`src/rtl/instr_fetch_unit.sv`:
```
// rtl/instr_fetch_unit.sv - in-order instruction fetch with response FIFO and branch redirect
// Optional IFU_STALL_COUNT_EN adds the o_stall_cycles downstream-starvation counter.
module instr_fetch_unit #(
   parameter logic [63:0] RESET_ADDR = 64'h0000_0000_0000_0100,
   parameter int          FIFO_DEPTH = 4
) (
   input  logic        i_clk,
   input  logic        i_rst,
   input  logic        i_en,
   input  logic        i_32b_mode,
   input  logic        i_redirect_valid,
   input  logic [63:0] i_redirect_addr,
   output logic        o_imem_req_valid,
   input  logic        i_imem_req_ready,
   output logic [63:0] o_imem_req_addr,
   input  logic        i_imem_rsp_valid,
   input  logic [31:0] i_imem_rsp_data,
   output logic        o_instr_valid,
   input  logic        i_instr_ready,
   output logic [31:0] o_instr,
   output logic [63:0] o_instr_addr
`ifdef IFU_STALL_COUNT_EN
   ,
   output logic [31:0] o_stall_cycles
`endif
);

   localparam int PW = $clog2(FIFO_DEPTH);
   localparam int CW = PW + 1;

   logic [63:0]   pc;
   logic [63:0]   fill_addr;
   logic [CW-1:0] count;
   logic [CW-1:0] outstanding;
   logic [CW-1:0] drop;
   logic [PW-1:0] wr_ptr;
   logic [PW-1:0] rd_ptr;
   logic [31:0]   data_mem [FIFO_DEPTH];
   logic [63:0]   addr_mem [FIFO_DEPTH];
   logic          live;

   logic [CW:0]   occupancy;
   logic          req_fire;
   logic          pop;
   logic          keep;
   logic          rsp_drop;
   logic [CW-1:0] outstanding_next;
   logic [63:0]   redirect_target;

   function automatic logic [63:0] mask_addr(input logic [63:0] a, input logic m32);
      mask_addr = m32 ? {32'h0, a[31:0]} : a;
   endfunction

   // Counting outstanding requests against free slots means a response never finds the FIFO full.
   always_comb begin
      occupancy        = {1'b0, count} + {1'b0, outstanding};
      o_imem_req_valid = live && i_en && (occupancy < (CW+1)'(FIFO_DEPTH));
      o_imem_req_addr  = mask_addr(pc, i_32b_mode);
      req_fire         = o_imem_req_valid && i_imem_req_ready;
      o_instr_valid    = (count != '0);
      pop              = o_instr_valid && i_instr_ready;
      rsp_drop         = (drop != '0);
      keep             = i_imem_rsp_valid && !rsp_drop && !i_redirect_valid;
      outstanding_next = outstanding + CW'(req_fire) - CW'(i_imem_rsp_valid);
      redirect_target  = mask_addr(i_redirect_addr & ~64'h3, i_32b_mode);
   end

   assign o_instr      = data_mem[rd_ptr];
   assign o_instr_addr = addr_mem[rd_ptr];

   always_ff @(posedge i_clk or negedge i_rst) begin
      if (!i_rst) begin
         live        <= 1'b0;
         pc          <= RESET_ADDR;
         fill_addr   <= RESET_ADDR;
         count       <= '0;
         outstanding <= '0;
         drop        <= '0;
         wr_ptr      <= '0;
         rd_ptr      <= '0;
         for (int i = 0; i < FIFO_DEPTH; i++) begin
            data_mem[i] <= '0;
            addr_mem[i] <= '0;
         end
      end else begin
         live        <= 1'b1;
         outstanding <= outstanding_next;
         if (i_redirect_valid) begin
            // Everything still in flight after this edge belongs to the old stream.
            pc        <= redirect_target;
            fill_addr <= redirect_target;
            drop      <= outstanding_next;
            count     <= '0;
            wr_ptr    <= '0;
            rd_ptr    <= '0;
         end else begin
            if (req_fire)
               pc <= mask_addr(pc + 64'd4, i_32b_mode);
            if (i_imem_rsp_valid && rsp_drop)
               drop <= drop - CW'(1);
            if (keep) begin
               data_mem[wr_ptr] <= i_imem_rsp_data;
               addr_mem[wr_ptr] <= fill_addr;
               wr_ptr           <= wr_ptr + PW'(1);
               fill_addr        <= mask_addr(fill_addr + 64'd4, i_32b_mode);
            end
            if (pop)
               rd_ptr <= rd_ptr + PW'(1);
            case ({keep, pop})
               2'b10:   count <= count + CW'(1);
               2'b01:   count <= count - CW'(1);
               default: count <= count;
            endcase
         end
      end
   end

`ifdef IFU_STALL_COUNT_EN
   always_ff @(posedge i_clk or negedge i_rst) begin
      if (!i_rst)
         o_stall_cycles <= '0;
      else if (i_instr_ready && !o_instr_valid && (o_stall_cycles != 32'hFFFF_FFFF))
         o_stall_cycles <= o_stall_cycles + 32'd1;
   end
`endif

endmodule

```
`config.mk`:
```
export PLATFORM = sky130hd
export DESIGN_NAME = instr_fetch_unit
export DESIGN_NICKNAME = d
export VERILOG_FILES = /design/src/rtl/instr_fetch_unit.sv
export SDC_FILE = /design/constraint.sdc
export NUM_CORES = 1
export LEC_CHECK = 0
export ABC_CLOCK_PERIOD_IN_PS = 4010
export CAP_MARGIN = 20
export CORE_MARGIN = 5
export CORE_UTILIZATION = 44
export CTS_BUF_LIST = sky130_fd_sc_hd__clkbuf_4 sky130_fd_sc_hd__clkbuf_8 sky130_fd_sc_hd__clkbuf_16
export DETAILED_ROUTE_END_ITERATION = 8
export GPL_TIMING_DRIVEN = 0
export SETUP_SLACK_MARGIN = 0.02
export SYNTH_ARGS = -nofsm -noshare
export SYNTH_HDL_FRONTEND = slang
export SYNTH_SLANG_ARGS = --single-unit
export TNS_END_PERCENT = 5
```
`constraint.sdc`:
```
create_clock -name i_clk -period 4.01 [get_ports i_clk]
set_input_delay 0.401 -clock i_clk [delete_from_list [all_inputs] [get_ports i_clk]]
set_output_delay 0.401 -clock i_clk [all_outputs]
set_load 0.03 [all_outputs]
```
# --- Word level (Yosys, flattened, before mapping) ---
# Cells that the tools add are included.
op_classes:
  muxes: 28
  reduce_logical: 18
  addsub: 10
  n_lt_le_gt_ge: 4
  n_bitwise: 3
  eq_ne: 2
ops:
  columns: ["op", "n"]
  rows:
  - ["$mux W64", 11]
  - ["$bwmux W256", 1]
  - ["$add A64 B3 Y64 const B", 2]
  - ["$bmux W64 S2", 1]
  - ["$bwmux W128", 1]
  - ["$demux W64 S2", 1]
  - ["$mux W32", 3]
  - ["$bmux W32 S2", 1]
  - ["$demux W32 S2", 1]
  - ["$mux W3", 3]
  - ["$reduce_bool A3 Y1", 3]
  - ["$logic_and A1 B1 Y1", 8]
  - ["$mux W2", 4]
  - ["$reduce_bool A2 Y1", 4]
  - ["$ge A3 B3 Y1 const B", 2]
  - ["$not A2 Y3", 2]
  - ["$pmux W3 S2", 1]
  - ["$sub A3 B1 Y3 const B", 2]
  - ["$add A2 B1 Y2 const B", 2]
  - ["$add A3 B3 Y4", 1]
  - ["$lt A4 B3 Y1 const B", 1]
  - ["$add A3 B1 Y3", 1]
  - ["$add A3 B1 Y3 const B", 1]
  - ["$lt A3 B1 Y1 const B", 1]
  - ["6 further kinds", 7]
totals:
  register_bits: 526
  output_inout_bits: 162
  inputBits: 104
  word_cells: 81

# --- Logic depth before layout (Yosys ltp) ---
# Gate-level depths: netlist (run 1).
depth:
  word_depth: 7
  ltp_mapped: 15
  ltp_nobuf: 12

# --- Worst setup path after synthesis (run 1) ---
# OpenSTA, ideal clock, no wires.
synth_timing:
  path_kind: "register to register"
  from: "reg count[2]"
  to: "reg drop[2]"
  path_slack_ns: 0.842
  arrival_ns: 3.033
  period_less_slack_ns: 3.168
  path_stages_with_launch: 16
  setup_ns: 0.135
  n_path_buf: 3
  path_cell_list: "dfrtp_1 ha_1 nor4b_1 and4_1 buf_2 inv_2 clkbuf_1 clkbuf_1 ha_1 inv_1 ha_1 fa_1 xnor2_1 xnor2_1 nand2_1 o21ai_0"
synth_between:
  elab_chain_cells: 7
synth_rtl:
  columns: ["element", "line_no", "rtl"]
  rows:
  - ["start, declared", "33", "logic [CW-1:0] count;"]
  - ["start signal, assigned", "110", "2'b10: count <= count + CW'(1);"]
  - ["start signal, assigned", "111", "2'b01: count <= count - CW'(1);"]
  - ["start signal, assigned", "112", "default: count <= count;"]
  - ["$add A3 B3 Y4", "56", "occupancy = {1'b0, count} + {1'b0, outstanding};"]
  - ["$lt A4 B3 Y1", "57", "o_imem_req_valid = live && i_en && (occupancy < (CW+1)'(FIFO_DEPTH));"]
  - ["$logic_and A1 B1 Y1", "57", null]
  - ["$logic_and A1 B1 Y1", "59", "req_fire = o_imem_req_valid && i_imem_req_ready;"]
  - ["$add A3 B1 Y3", "64", "outstanding_next = outstanding + CW'(req_fire) - CW'(i_imem_rsp_valid);"]
  - ["$sub A3 B1 Y3", "64", null]
  - ["named net outstanding_next[2]", "47", "logic [CW-1:0] outstanding_next;"]
  - ["$mux W3", "88", "if (i_redirect_valid) begin"]
  - ["end signal, assigned", "92", "drop <= outstanding_next;"]
  - ["end signal, assigned", "100", "drop <= drop - CW'(1);"]
  - ["end, declared", "35", "logic [CW-1:0] drop;"]
# The timed path passes the listed nets, and every way through them passes these cells.
# A chain may end at the register's enable or synchronous reset.

# --- Final worst setup path (run 1) ---
# Ends and elaborated chain as after synthesis.

==> results of run 1 <==
==> layer usage <==
layer  global-route usage  wire length, um  up-vias
li1                     -                -     8036
met1               0.3362            33180     9180
met2               0.3680            34510      631
met3              0.04675             4678      117
met4              0.05927             1837        0
met5                    0                0        -
==> flip-flops by register name, summed over array words and instances, names as in the netlist <==
signal / flops
drop: 3
count: 3
data_mem: 128
addr_mem: 248
wr_ptr: 2
rd_ptr: 2
live: 1
outstanding: 3
pc: 62
fill_addr: 62
==> critical path: stages (launching register included) <==
cell                       delay, ns
sky130_fd_sc_hd__dfrtp_1        0.40
sky130_fd_sc_hd__ha_1           0.30
sky130_fd_sc_hd__nor4b_1        0.37
sky130_fd_sc_hd__and4_2         0.35
sky130_fd_sc_hd__buf_2          0.24
sky130_fd_sc_hd__inv_2          0.11
sky130_fd_sc_hd__clkbuf_2       0.25
sky130_fd_sc_hd__buf_4          0.27
sky130_fd_sc_hd__ha_1           0.30
sky130_fd_sc_hd__inv_1          0.04
sky130_fd_sc_hd__ha_1           0.18
sky130_fd_sc_hd__fa_1           0.38
sky130_fd_sc_hd__xnor2_1        0.15
sky130_fd_sc_hd__xnor2_1        0.23
sky130_fd_sc_hd__nand2_1        0.07
sky130_fd_sc_hd__o21ai_0        0.11
==> placed cells by master (no fill, tap or decap), types with 10 or more instances in the layout <==
cell type                         netlist  routed
sky130_fd_sc_hd__buf_4                 34      35
sky130_fd_sc_hd__xnor2_1               35      35
sky130_fd_sc_hd__clkbuf_4               0      11
sky130_fd_sc_hd__o21ai_0               71      71
sky130_fd_sc_hd__nor3_1                32      32
sky130_fd_sc_hd__clkbuf_1             112     106
sky130_fd_sc_hd__nor2_1                90      90
sky130_fd_sc_hd__nor4_1                22      22
sky130_fd_sc_hd__xor2_1                31      31
sky130_fd_sc_hd__clkdlybuf4s50_1        0     257
sky130_fd_sc_hd__clkinv_2               0      11
sky130_fd_sc_hd__a221o_1               11      11
sky130_fd_sc_hd__a22oi_1               24      24
sky130_fd_sc_hd__a21oi_1               58      58
sky130_fd_sc_hd__and3_1                32      32
sky130_fd_sc_hd__mux2_2               387     387
sky130_fd_sc_hd__nand4_1               53      53
sky130_fd_sc_hd__nand3_1               64      64
sky130_fd_sc_hd__ha_1                  12      12
sky130_fd_sc_hd__or4_1                 10      10
sky130_fd_sc_hd__and4_1                15      14
sky130_fd_sc_hd__mux4_2                94      94
sky130_fd_sc_hd__buf_1                 21      16
sky130_fd_sc_hd__buf_2                 20      22
sky130_fd_sc_hd__mux2i_1               26      26
sky130_fd_sc_hd__nand2_1              109     109
sky130_fd_sc_hd__dfrtp_1              512     512
sky130_fd_sc_hd__inv_1                 25      25
sky130_fd_sc_hd__clkbuf_8               0      12
sky130_fd_sc_hd__nor2b_1               30      30
sky130_fd_sc_hd__clkbuf_16              0      57
==> cells by family (layout without fill, tap and decap cells) <==
family,after synthesis,count (layout),synth area share
AOI/OAI and AO/OA,211,211,0.05198
xor gates and xnor gates,66,66,0.02287
adders and majority gates,14,14,0.007524
buffers and inverters,214,576,0.03787
DFF,514,514,0.5090
muxes,507,507,0.2665
other,2,6,0.0002971
and+or+nand+nor,493,493,0.1040
==> cell usage after synthesis (all sizes together) (30+ instances only) <==
library cell and number:
a21oi 58, and3 32, buf 75, clkbuf 113, dfrtp 512, mux2 387
mux4 94, nand2 109, nand3 68, nand4 55, nor2 90, nor2b 30
nor3 33, o21ai 72, xnor2 35, xor2 31
==> worst min-delay path by stage <==
stage                        startpoint       endpoint  slack [ns]  cells past startpoint
final                             i_rst  data_mem[116]        0.37                      2
after global routing              i_rst  data_mem[116]        0.39                      2
after CTS                         i_rst   data_mem[86]        0.34                      2
after global placement    addr_mem[251]  addr_mem[251]        0.46                      2
after detailed placement          i_rst   data_mem[86]        0.40                      1
after floorplan                   i_rst  addr_mem[100]        0.11                      0
==> metrics by stage <==
step	total power, W	setup WS, ns
4_1_cts	0.01985	-0.1305
6_report	0.01962	0.1412
3_3_place_gp	0.01435	-20.02
2_1_floorplan	0.01163	0.8420
5_1_grt	0.02057	-0.08627
3_5_place_dp	0.01451	-0.1637
==> power breakdown <==
group | internal [W] | total (W) | switching [W]
sequential | 0.00631 | 0.00698 | 0.000667
combinational | 0.00343 | 0.00735 | 0.00392
clock | 0.00315 | 0.00528 | 0.00213
==> final cells by class <==
class / count / area [sq um]
fillers: 4851 / 25750
diodes: 1 / 2.502
inverters: 26 / 97.59
clock buffers: 80 / 1674
flip-flops and latches: 514 / 12860
plain buffers: 188 / 875.8
well taps: 756 / 945.9
clock inverters: 19 / 219.0
multi-input cells: 1296 / 11470
repair buffers: 263 / 2708
==> timing repair <==
item	4_1_cts	5_1_grt
resized for setup	9	15
pin swaps	0	0
hold endpoints to repair	60	0
endpoints found under the setup margin	42	44
cloned	0	0
hold buffers	1	0
==> metrics.md, run 1 <==
| Metric | Value |
|---|---|
| Outcome | completed |
| Area growth, synth to finish | 22.07% |
| Fmax | approximately 0.26 GHz |
| RSZ-0062 raised after global routing | true |
| Layout Skew | between 0.02 and 0.03 ns |
| Post-synth top area cell | sky130_fd_sc_hd__dfrtp_1 |
| Count of flip-flops with a built-in enable after synthesis | 0 |
| Share of the synthesized area in the top cell type | 0.5069 |
| Setup-violating endpoint count in the final report | 0 |
| Type of destination of the critical path | flip-flop |
| Worst-case headroom to the max-slew limit | 0.2024 |
| Final ANT Viol Nets | 0 |
| Startpoint kind of the worst setup timing path | flip-flop |
| Yosys cell types | 65 |
| Drc violations | 0 |
| Max-cap check violation count | 0 |
| Maximum root-to-sink buffer count | 3 |
| Port Buffer Count | around 260 |
| HP Class | in2async |
| Flip-flop and latch count after synthesis | 514 |
| Critical path required time | around 4.5 ns |
| Tightest Pin Transition | between 1 and 1.5 ns |
| Final-stage net count | about 2.5k |
| Share of the cycle needed by the critical path after routing | 0.9648 |
| FF-to-FF End | drop[2] |
| Vert. Die Dim | approximately 250 um |
| Layout cells sized above 1 | 0.2816 |
| Core Region | roughly 57000 sq um |
| Launch point of the worst path | count[2] |
| Cell area after layout | 30850 sq um |
| Clock latency reported for the late side of the worst-skew pair | between 0.6 and 0.7 ns |
| Average footprint of a synthesized cell | 12.51 sq um |
| Shortest period the worst path allows | roughly 3.9 ns |
| Critical Path Sink | drop[2] |
| Pin count of the biggest net entering global routing | about 120 |
| Overall fraction of global-route tracks in use | 0.2338 |
| Total Neg Setup Slack | 0 ns |
| Cell row count | 87 |
| Area of the die | 62340 sq um |
| Area of the mapped netlist | about 25000 sq um |
| Hold violation total from the final report | 0 |
| Routability Congestion | 0.9356 |
| Hold Slack | around 0.37 ns |
| Sink count of the clock tree | 514 |
| Biggest fanout along the worst timing path | 10 |
| Post CTS Setup Buffer Count | 0 |
| Antenna violations before repair | 2 |
| Avg Vias per Cell | about 5.7 |
| Placed Cells incl. Taps | roughly 3.0k |
| Iteration-0 DRC Markers | around 1.4k |
| Reg-to-Reg Start | count[2] |
| FFs w/ async S/R, synth | 1.000 |
| Total placed instance area | roughly 29000 sq um |
| Leading post-synthesis cells by cell area | sky130_fd_sc_hd__dfrtp_1, sky130_fd_sc_hd__mux2_2, sky130_fd_sc_hd__mux4_2 |
| Htree depth | 2 |
| Via count of the routed design | between 15k and 20k |
| Clock edge transition at the registers on the reported setup and hold paths | 0.06 ns |
| Total CTS buffers | 57 |
| Die width | approximately 250 um |
| Number of global-route vias before repair | 18.61k |
| Slack of the worst reg-to-reg path | between 0.1 and 0.15 ns |
| Gate count of the mapped netlist | ~2.0k |
| Leakage | between 10 and 15 nW |
| Final wirelength | 74200 um |
| Register area share after synthesis | 0.5090 |
| Final Slew Violations | 0 |
| WL/cell | 23.61 um |
| Number of standard cells in the layout, taps in and fillers out | about 3.1k |
| Worst EP arrival | 4.38 ns |
| Number of primary I/O pins | roughly 270 |
| Root Buffer | sky130_fd_sc_hd__clkbuf_16 |
| Pwr per Cell Area | around 640 nW/um^2 |
| Largest voltage drop on the vdd net | approximately 460 uV |
| Critical path type | reg2reg |
| Synth Warn # | 0 |
| Detail Placement HPWL | ~54000 um |
| Router iterations before antenna repair | 5 |
| Top flip-flop cell by instance count after synthesis | sky130_fd_sc_hd__dfrtp_1 |
| Reg2Reg Depth | 15 |
| Overall overflow remaining after global route | 0 |
| Clock tree from TritonCTS | built |
| Wire length of the first global-routing pass | 114700 um |
| Post-Route Utilization | 0.5451 |
| Initial cell density of the core | 0.4466 |
(Power assumes the default switching activity.)
==> inputs of run 2 (changes only) <==
--- a/config.mk
+++ b/config.mk
@@ -5,13 +5,13 @@
 export SDC_FILE = /design/constraint.sdc
 export NUM_CORES = 1
 export LEC_CHECK = 0
+export ABC_AREA = 1
 export ABC_CLOCK_PERIOD_IN_PS = 4010
 export CAP_MARGIN = 20
 export CORE_MARGIN = 5
 export CORE_UTILIZATION = 44
 export CTS_BUF_LIST = sky130_fd_sc_hd__clkbuf_4 sky130_fd_sc_hd__clkbuf_8 sky130_fd_sc_hd__clkbuf_16
 export DETAILED_ROUTE_END_ITERATION = 8
-export GPL_TIMING_DRIVEN = 0
 export SETUP_SLACK_MARGIN = 0.02
 export SYNTH_ARGS = -nofsm -noshare
 export SYNTH_HDL_FRONTEND = slang
==> run 2 against run 1 <==
Compared with the run above:
- synthesized area up 5.0%
- synthesized cell count up 77%
- cell count grew 44%
- largest cell class unchanged
==> metrics.md, run 2 <==
| Metric | Value |
|---|---|
| Port Buffer Count | 259 (was 258) |
| Drc violations | 0 (unchanged) |
| Antenna violations before repair | 1 (was 2) |
| Wire length of the first global-routing pass | 133700 um (was 114700 um) |
| Cell with the largest stage delay on the worst path | sky130_fd_sc_hd__clkdlybuf4s50_1 (was sky130_fd_sc_hd__dfrtp_1) |
| RSZ-0062 raised after global routing | false (was true) |
| Leading post-synthesis cells by cell area | sky130_fd_sc_hd__dfrtp_1, sky130_fd_sc_hd__nand2_1, sky130_fd_sc_hd__o21ai_0 (was sky130_fd_sc_hd__dfrtp_1, sky130_fd_sc_hd__mux2_2, sky130_fd_sc_hd__mux4_2) |
| Total CTS buffers | 56 (was 57) |
| Routability Congestion | 0.9652 (was 0.9356) |
| Biggest regs | addr_mem x248, data_mem x128 (unchanged) |
| Root Buffer | sky130_fd_sc_hd__clkbuf_16 (unchanged) |
| Maximum root-to-sink buffer count | 3 (unchanged) |
| Count of flip-flops with a built-in enable after synthesis | 0 (unchanged) |
| Area growth, synth to finish | 18.61% (was 22.07%) |
| Worst-case headroom to the max-slew limit | 0.2985 (was 0.2024) |
| Met1 track demand over resource in global routing | 0.3604 (was 0.3362) |
| Max-cap check violation count | 0 (unchanged) |
| Layout Skew | 0.01228 ns (was 0.02608 ns) |
| Critical Path Max Stage Delay | 0.74 ns (was 0.40 ns) |
| Ordered cell list for the critical path | inv_6 -> buf_12 -> o21ai_0 -> o22ai_1 -> clkdlybuf4s50_1 (was ha_1 -> nor4b_1 -> and4_2 -> buf_2 -> inv_2 -> clkbuf_2 -> buf_4 -> ha_1 -> inv_1 -> ha_1 -> fa_1 -> xnor2_1 -> xnor2_1 -> nand2_1 -> o21ai_0) |
| Critical path type | reg2out (was reg2reg) |
| Flip-flop count of the largest register after layout | 248 (unchanged) |
| Gate count of the mapped netlist | 3575 (was 2021) |
| Setup-violating endpoint count in the final report | 0 (unchanged) |
| Met2 usage | 0.3943 (was 0.3680) |
| Overall overflow remaining after global route | 0 (unchanged) |
| Worst EP arrival | 3.13 ns (was 4.38 ns) |
| Peak-usage layer in the global routing report | met2 (unchanged) |
| Tightest Pin Transition | 1.052 ns (was 1.184 ns) |
| Leakage | 14.38 nW (was 13.48 nW) |
| Startpoint kind of the worst setup timing path | flip-flop (unchanged) |
| Clock tree from TritonCTS | built (unchanged) |
| Critical path's top delay family | buffers and inverters (was adder cells) |
| Final Slew Violations | 0 (unchanged) |
| Bufs and invs on worst path | 3 (was 5) |
| Register area share after synthesis | 0.4847 (was 0.5090) |
| Core Region | 60020 sq um (was 56600 sq um) |
| Number of primary I/O pins | 266 (unchanged) |
| Most frequent cell after synthesis | sky130_fd_sc_hd__nand2_1 (was sky130_fd_sc_hd__dfrtp_1) |
| Total Neg Setup Slack | 0 ns (unchanged) |
| Avg Vias per Cell | 5.372 (was 5.716) |
| Count of inserted antenna diode cells | 0 (was 1) |
| Clock latency reported for the late side of the worst-skew pair | 0.62 ns (was 0.61 ns) |
| Yosys cell types | 36 (was 65) |
| Shortest period the worst path allows | 3.535 ns (was 3.869 ns) |
| Die width | 255.6 um (was 249.7 um) |
| Post-synth top cells | sky130_fd_sc_hd__nand2_1, sky130_fd_sc_hd__o21ai_0, sky130_fd_sc_hd__nor2_1, sky130_fd_sc_hd__dfrtp_1, sky130_fd_sc_hd__inv_1 (was sky130_fd_sc_hd__dfrtp_1, sky130_fd_sc_hd__mux2_2, sky130_fd_sc_hd__clkbuf_1, sky130_fd_sc_hd__nand2_1, sky130_fd_sc_hd__mux4_2) |
| Pwr per Cell Area | 605.8 nW/um^2 (was 635.8 nW/um^2) |
| Clock edge transition at the registers on the reported setup and hold paths | 0.07 ns (was 0.06 ns) |
| Area of the mapped netlist | 26540 sq um (was 25280 sq um) |
| Post-synth top area cell | sky130_fd_sc_hd__dfrtp_1 (unchanged) |
| Final wirelength | 84670 um (was 74200 um) |
| Count of cells resized by post-cts repair | 0 (was 9) |
| Initial cell density of the core | 0.4422 (was 0.4466) |
| Share of the cycle needed by the critical path after routing | 0.8816 (was 0.9648) |
| Share of the synthesized area in the top cell type | 0.4827 (was 0.5069) |
| Type of destination of the critical path | output port (was flip-flop) |
| Cell area after layout | 31480 sq um (was 30850 sq um) |
| Overall fraction of global-route tracks in use | 0.2519 (was 0.2338) |
| Hold violation total from the final report | 0 (unchanged) |
| Pin count of the biggest net entering global routing | 171 (was 117) |
| Biggest fanout along the worst timing path | 61 (was 10) |
| Register name with the most flops | addr_mem (unchanged) |
| Area of the die | 65340 sq um (was 62340 sq um) |
| Number of global-route vias before repair | 23.25k (was 18.61k) |
| Final ANT Viol Nets | 0 (unchanged) |
| Most frequent cells in the layout | sky130_fd_sc_hd__nand2_1, sky130_fd_sc_hd__o21ai_0, sky130_fd_sc_hd__nor2_1, sky130_fd_sc_hd__dfrtp_1, sky130_fd_sc_hd__inv_1 (was sky130_fd_sc_hd__dfrtp_1, sky130_fd_sc_hd__mux2_2, sky130_fd_sc_hd__clkdlybuf4s50_1, sky130_fd_sc_hd__nand2_1, sky130_fd_sc_hd__clkbuf_1) |
| Outcome | completed (unchanged) |
| Flip-flop and latch count after synthesis | 514 (unchanged) |
| Layout cells sized above 1 | 0.04717 (was 0.2816) |
| Post CTS Setup Buffer Count | 0 (unchanged) |
| Average footprint of a synthesized cell | 7.425 sq um (was 12.51 sq um) |
| Router iterations before antenna repair | 6 (was 5) |
| Number of standard cells in the layout, taps in and fillers out | 4534 (was 3143) |
| Vert. Die Dim | 255.6 um (was 249.7 um) |
| Top flip-flop cell by instance count after synthesis | sky130_fd_sc_hd__dfrtp_1 (unchanged) |
| Detail Placement HPWL | 57330 um (was 53810 um) |
| Final-stage net count | 3831 (was 2464) |
| Total placed instance area | 29640 sq um (was 28930 sq um) |
| Sink count of the clock tree | 514 (unchanged) |
| WL/cell | 18.67 um (was 23.61 um) |
| Placed Cells incl. Taps | 4436 (was 3042) |
| Most common cell after layout, fill and taps aside | sky130_fd_sc_hd__nand2_1 (was sky130_fd_sc_hd__dfrtp_1) |
| Via count of the routed design | 24.36k (was 17.96k) |
| Critical path required time | 3.61 ns (was 4.52 ns) |
| Largest voltage drop on the vdd net | 342.8 uV (was 458.6 uV) |
| Iteration-0 DRC Markers | 2366 (was 1364) |
| Fraction of met3 tracks used by global routing | 0.03541 (was 0.04675) |
| HP Class | in2reg (was in2async) |
| FFs w/ async S/R, synth | 1.000 (unchanged) |
| Synth Warn # | 0 (unchanged) |
| Cell row count | 90 (was 87) |
| Fmax | 0.2829 GHz (was 0.2585 GHz) |
| Htree depth | 2 (unchanged) |
-- run 2: changes by cell type after synthesis, moves of 32 or more --
cell,before,now
sky130_fd_sc_hd__o22ai_1,0,94
sky130_fd_sc_hd__buf_2,20,71
sky130_fd_sc_hd__nand3_1,64,136
sky130_fd_sc_hd__nor2_1,90,554
sky130_fd_sc_hd__mux4_2,94,0
sky130_fd_sc_hd__and3_1,32,0
sky130_fd_sc_hd__inv_1,25,270
sky130_fd_sc_hd__o21ai_1,1,73
sky130_fd_sc_hd__o21ai_0,71,571
sky130_fd_sc_hd__nand2_1,109,910
sky130_fd_sc_hd__mux2_2,387,0
-- run 2: metal layers --
layer / vias up / wire length, um / part of all wire
met5: - / 0 / 0
met4: 0 / 3210 / 0.038
met3: 165 / 4645 / 0.055
met2: 749 / 38180 / 0.45
met1: 11570 / 38640 / 0.46
li1: 11871 / - / -
-- run 2: area by class of cell --
cell class                 count  area, sq um
multi-input combinational   2567        11660
inverter                     274         1033
timing repair buffer         300         3103
fill                        5971        28540
clock buffer                  78         1647
tap                          782        978.4
sequential                   514        12870
clock inverter                19        187.7
-- run 2: logic make-up (layout without fill, tap and decap cells) --
| group | after synthesis | in the layout | share of synthesized area |
|---|---|---|---|
| AND/OR/NAND/NOR | 1665 | 1665 | 0.2501 |
| AO/OA/AOI/OAI | 864 | 864 | 0.1724 |
| other | 2 | 5 | 0.0002829 |
| XOR/XNOR | 19 | 19 | 0.006269 |
| buffers and inverters | 497 | 671 | 0.07915 |
| flip-flops | 514 | 514 | 0.4847 |
| adder cells (fa/ha/maj) | 14 | 14 | 0.007165 |
-- run 2: metrics by stage --
step | setup slack [ns] | hold slack (ns) | total power [W] | util
floorplan | 0.8091 | 0.1054 | 0.01119 | -
global placement | 0.8987 | 0.4603 | 0.01393 | 0.4938
detailed placement | 0.8526 | 0.4674 | 0.01399 | 0.4938
CTS | 0.4395 | 0.2275 | 0.01921 | 0.5245
global route | 0.3216 | 0.2694 | 0.02017 | 0.5245
finish | 0.4747 | 0.2603 | 0.01907 | 0.5245
-- run 2: worst register-to-register path, stage by stage, from the launching register on --
cell	delay [ns]
sky130_fd_sc_hd__dfrtp_1	0.40
sky130_fd_sc_hd__ha_1	0.29
sky130_fd_sc_hd__or2_1	0.26
sky130_fd_sc_hd__nor3_4	0.32
sky130_fd_sc_hd__nand2_1	0.08
sky130_fd_sc_hd__buf_4	0.21
sky130_fd_sc_hd__ha_1	0.28
sky130_fd_sc_hd__inv_1	0.04
sky130_fd_sc_hd__ha_1	0.18
sky130_fd_sc_hd__fa_1	0.38
sky130_fd_sc_hd__xnor2_1	0.14
sky130_fd_sc_hd__xor2_1	0.16
sky130_fd_sc_hd__o211ai_1	0.18
sky130_fd_sc_hd__o21ai_0	0.10
-- run 2: power breakdown --
group          internal [W]  switching, W  leakage (nW)
Sequential          0.00626      0.000817          6.79
Combinational       0.00249       0.00433          6.66
Clock               0.00299       0.00219         0.927
Total                0.0117       0.00734          14.4
-- run 2: path summary, 6_finish.rpt --
kind | startpoint | endpoint | slack (ns) | cells after the start
hold reg to reg | addr_mem[108] | addr_mem[108] | 0.48 | 2
setup reg to reg | count[2] | drop[2] | 0.88 | 13
setup / recovery | rd_ptr[0] | o_instr_addr[23] | 0.47 | 5
max in group asynchronous | i_rst | addr_mem[119] | 2.48 | 3
min in group asynchronous | i_rst | drop[1] | 0.45 | 2
hold / removal | i_redirect_valid | fill_addr[8] | 0.26 | 4
-- run 2: what timing repair did --
action                     CTS  global route
setup endpoints to repair    0             0
hold endpoints to repair   103             0
hold buffers                 1             0
==> inputs of run 3 (changes only) <==
--- a/config.mk
+++ b/config.mk
@@ -6,12 +6,13 @@
 export NUM_CORES = 1
 export LEC_CHECK = 0
 export ABC_AREA = 1
-export ABC_CLOCK_PERIOD_IN_PS = 4010
+export ABC_CLOCK_PERIOD_IN_PS = 3200
 export CAP_MARGIN = 20
 export CORE_MARGIN = 5
 export CORE_UTILIZATION = 44
 export CTS_BUF_LIST = sky130_fd_sc_hd__clkbuf_4 sky130_fd_sc_hd__clkbuf_8 sky130_fd_sc_hd__clkbuf_16
 export DETAILED_ROUTE_END_ITERATION = 8
+export PLACE_DENSITY = 0.67
 export SETUP_SLACK_MARGIN = 0.02
 export SYNTH_ARGS = -nofsm -noshare
 export SYNTH_HDL_FRONTEND = slang
==> constraint.sdc (replaced) <==
create_clock -name i_clk -period 3.2 [get_ports i_clk]
set_input_delay 0.32 -clock i_clk [delete_from_list [all_inputs] [get_ports i_clk]]
set_output_delay 0.32 -clock i_clk [all_outputs]
set_load 0.03 [all_outputs]
==> run 3 against run 2 <==
Compared with the run above:
- die area unchanged
- count of clock-buffer cells in the layout unchanged
- first-iteration DRC count decreased by 7.8%
- cell count increased by 0.24%
- cell area increased by 2.1%
- global-route usage decreased by 0.40 points
==> metrics.md, run 3 (synthesis gave the netlist of run 2 again) <==
| Metric | Value |
|---|---|
| Port Buffer Count | 259 (unchanged) |
| Biggest fanout along the worst timing path | 16 (was 61) |
| Area growth, synth to finish | 21.06% (was 18.61%) |
| Critical path type | reg2out (unchanged) |
| Total CTS buffers | 57 (was 56) |
| Startpoint kind of the worst setup timing path | flip-flop (unchanged) |
| Final Slew Violations | 0 (unchanged) |
| Detail Placement HPWL | 57770 um (was 57330 um) |
| Wire length of the first global-routing pass | 131400 um (was 133700 um) |
| Clock latency reported for the late side of the worst-skew pair | 0.62 ns (about the same) |
| Setup-violating endpoint count in the final report | 0 (unchanged) |
| Relative contribution of combinational cells to total power | 0.377 (was 0.357) |
| Worst EP arrival | 2.75 ns (was 3.13 ns) |
| Total Neg Setup Slack | 0 ns (unchanged) |
| Layout cells sized above 1 | 0.06564 (was 0.04717) |
| Share of total power in sequential cells | 0.352 (was 0.371) |
| Outcome | completed (unchanged) |
| Antenna violations before repair | 0 (was 1) |
| Switching power | 0.009431 W (was 0.007337 W) |
| Total internal power | 0.01575 W (was 0.01173 W) |
| Reg2Reg Depth | 13 (unchanged) |
| Register name with the most flops | addr_mem (unchanged) |
| Area of the die | 65340 sq um (unchanged) |
| Switching power as a share of total power | 0.3745 (was 0.3847) |
| Iteration-0 DRC Markers | 2181 (was 2366) |
| Count of cells along the worst hold path | 4 (unchanged) |
| Die width | 255.6 um (unchanged) |
| Share of the cycle needed by the critical path after routing | 0.9581 |
| Sink count of the clock tree | 514 (unchanged) |
| Router iterations before antenna repair | 7 (was 6) |
| Setup slack after layout | 0.1341 ns (was 0.4747 ns) |
| FF-to-FF End | drop[2] (unchanged) |
| RSZ-0062 raised after global routing | false (unchanged) |
| Fmax | ~0.33 GHz |
| Count of inserted antenna diode cells | 0 (unchanged) |
| Pin count of the biggest net entering global routing | 112 (was 171) |
| Final-stage net count | 3839 (was 3831) |
| Critical hold path startpoint | i_redirect_valid (unchanged) |
| Routability Congestion | 0.9820 (was 0.9652) |
| Count of cells resized by post-cts repair | 0 (unchanged) |
| Worst Setup Slack post-DPL | 0.4080 ns (was 0.8526 ns) |
| Clock edge transition at the registers on the reported setup and hold paths | 0.06 ns (was 0.07 ns) |
| Drc violations | 0 (unchanged) |
| Htree depth | 2 (unchanged) |
| Initial cell density of the core | 0.4422 (unchanged) |
| Worst-case headroom to the max-slew limit | 0.5694 (was 0.2985) |
| Terminating pin of the worst hold path | wr_ptr[0] (was fill_addr[8]) |
| Post-Route Utilization | 0.5354 (was 0.5245) |
| Overall fraction of global-route tracks in use | 0.2479 (was 0.2519) |
| Final ANT Viol Nets | 0 (unchanged) |
| Most common cell after layout, fill and taps aside | sky130_fd_sc_hd__nand2_1 (unchanged) |
| Core Region | 60020 sq um (unchanged) |
| Cell row count | 90 (unchanged) |
| Root Buffer | sky130_fd_sc_hd__clkbuf_16 (unchanged) |
| Maximum root-to-sink buffer count | 3 (unchanged) |
| Number of global-route vias before repair | 22.79k (was 23.25k) |
| Reg-to-Reg Start | count[1] (was count[2]) |
| Biggest regs | addr_mem x248, data_mem x128 (unchanged) |
| Layout Skew | 0.01507 ns (was 0.01228 ns) |
| Overall overflow remaining after global route | 0 (unchanged) |
| Most frequent cells in the layout | sky130_fd_sc_hd__nand2_1, sky130_fd_sc_hd__o21ai_0, sky130_fd_sc_hd__nor2_1, sky130_fd_sc_hd__dfrtp_1, sky130_fd_sc_hd__inv_1 (unchanged) |
| Flip-flop count of the largest register after layout | 248 (unchanged) |
| Type of destination of the critical path | output port (unchanged) |
| Post CTS Setup Buffer Count | 0 (unchanged) |
| Tightest Pin Transition | 0.6444 ns (was 1.052 ns) |
| Leakage | 14.74 nW (was 14.38 nW) |
| Largest voltage drop on the vdd net | 430.7 uV (was 342.8 uV) |
| Number of primary I/O pins | 266 (unchanged) |
| Via count of the routed design | 24.52k (was 24.36k) |
| Shortest period the worst path allows | approximately 3 ns |
| Final wirelength | 83750 um (was 84670 um) |
| Avg Vias per Cell | 5.395 (was 5.372) |
| Vert. Die Dim | 255.6 um (unchanged) |
| Clock tree from TritonCTS | built (unchanged) |
| HP Class | in2reg (unchanged) |
| Max-cap check violation count | 0 (unchanged) |
| Hold violation total from the final report | 0 (unchanged) |
| Critical path required time | 2.88 ns (was 3.61 ns) |
| WL/cell | 18.43 um (was 18.67 um) |
| Slack of the worst reg-to-reg path | 0.48 ns (was 0.88 ns) |
| Clk network pwr share | 0.271 (was 0.272) |
| Pwr per Cell Area | 783.7 nW/um^2 (was 605.8 nW/um^2) |
run 3: cell types whose count changed in the layout (fill, tap and decap cells not counted), sizes merged:
cell           change
clkinv             -3
bufinv             +4
clkdlybuf4s50     -59
buf               +66
inv                +2
clkinvlp           +1
run 3: worst max-delay path by stage:
| stage | start | end | cells after the start |
|---|---|---|---|
| 4_1_cts | rd_ptr[0] | o_instr_addr[11] | 5 |
| 5_1_grt | rd_ptr[0] | o_instr_addr[13] | 5 |
| 3_5_place_dp | i_imem_rsp_valid | data_mem[103] | 7 |
| 2_1_floorplan | count[1] | drop[2] | 14 |
| 3_3_place_gp | i_en | drop[2] | 12 |
| 6_report | rd_ptr[0] | o_instr_addr[11] | 5 |
run 3: area by class of cell:
type                       count  area [sq um]
sequential                   514         12870
tap                          782         978.4
timing repair buffer         307          3646
clock buffer                  78          1653
inverter                     274          1031
multi-input combinational   2567         11660
fill                        5718         27890
clock inverter                23         291.5
run 3: worst max-delay path: stages, from the launching register on:
cell and delay [ns]:
sky130_fd_sc_hd__dfrtp_4 0.58, sky130_fd_sc_hd__inv_4 0.20, sky130_fd_sc_hd__buf_4 0.25, sky130_fd_sc_hd__o21ai_0 0.10
sky130_fd_sc_hd__o22ai_1 0.25, sky130_fd_sc_hd__clkdlybuf4s50_1 0.74
run 3: metal layers:
layer / vias to the layer above / global-route usage / wire [um]
met1: 11610 / 0.3558 / 37740
li1: 11910 / - / -
met5: - / 0 / 0
met2: 832 / 0.3842 / 37700
met3: 167 / 0.03768 / 5085
met4: 0 / 0.09070 / 3213
run 3: repair_timing:
item | 4_1_cts | 5_1_grt
hold buffers | 1 | 0
setup endpoints to repair | 0 | 0
endpoints found under the hold margin | 61 | 0
run 3: power groups by stage:
| stage | combinational (W) | sequential [W] | clock (W) |
|---|---|---|---|
| after global routing | 0.0103 | 0.00903 | 0.00724 |
| after detailed placement | 0.00954 | 0.00893 | 0 |
| after CTS | 0.00956 | 0.00883 | 0.00696 |
| after floorplan | 0.00540 | 0.00863 | 0 |
| after global placement | 0.00942 | 0.00891 | 0 |
| final | 0.00949 | 0.00885 | 0.00684 |
run 3: stage by stage:
step                      instance area (sq um)  hold slack (ns)  instances  power, W
after floorplan                           26550          0.02441       3578   0.01403
after global placement                    30180           0.3497       4443   0.01833
after detailed placement                  30180           0.3472       4443   0.01846
after CTS                                 32130           0.1571       4545   0.02535
after global routing                      32130           0.2075       4545   0.02654
final                                     32130           0.1865       4545   0.02518
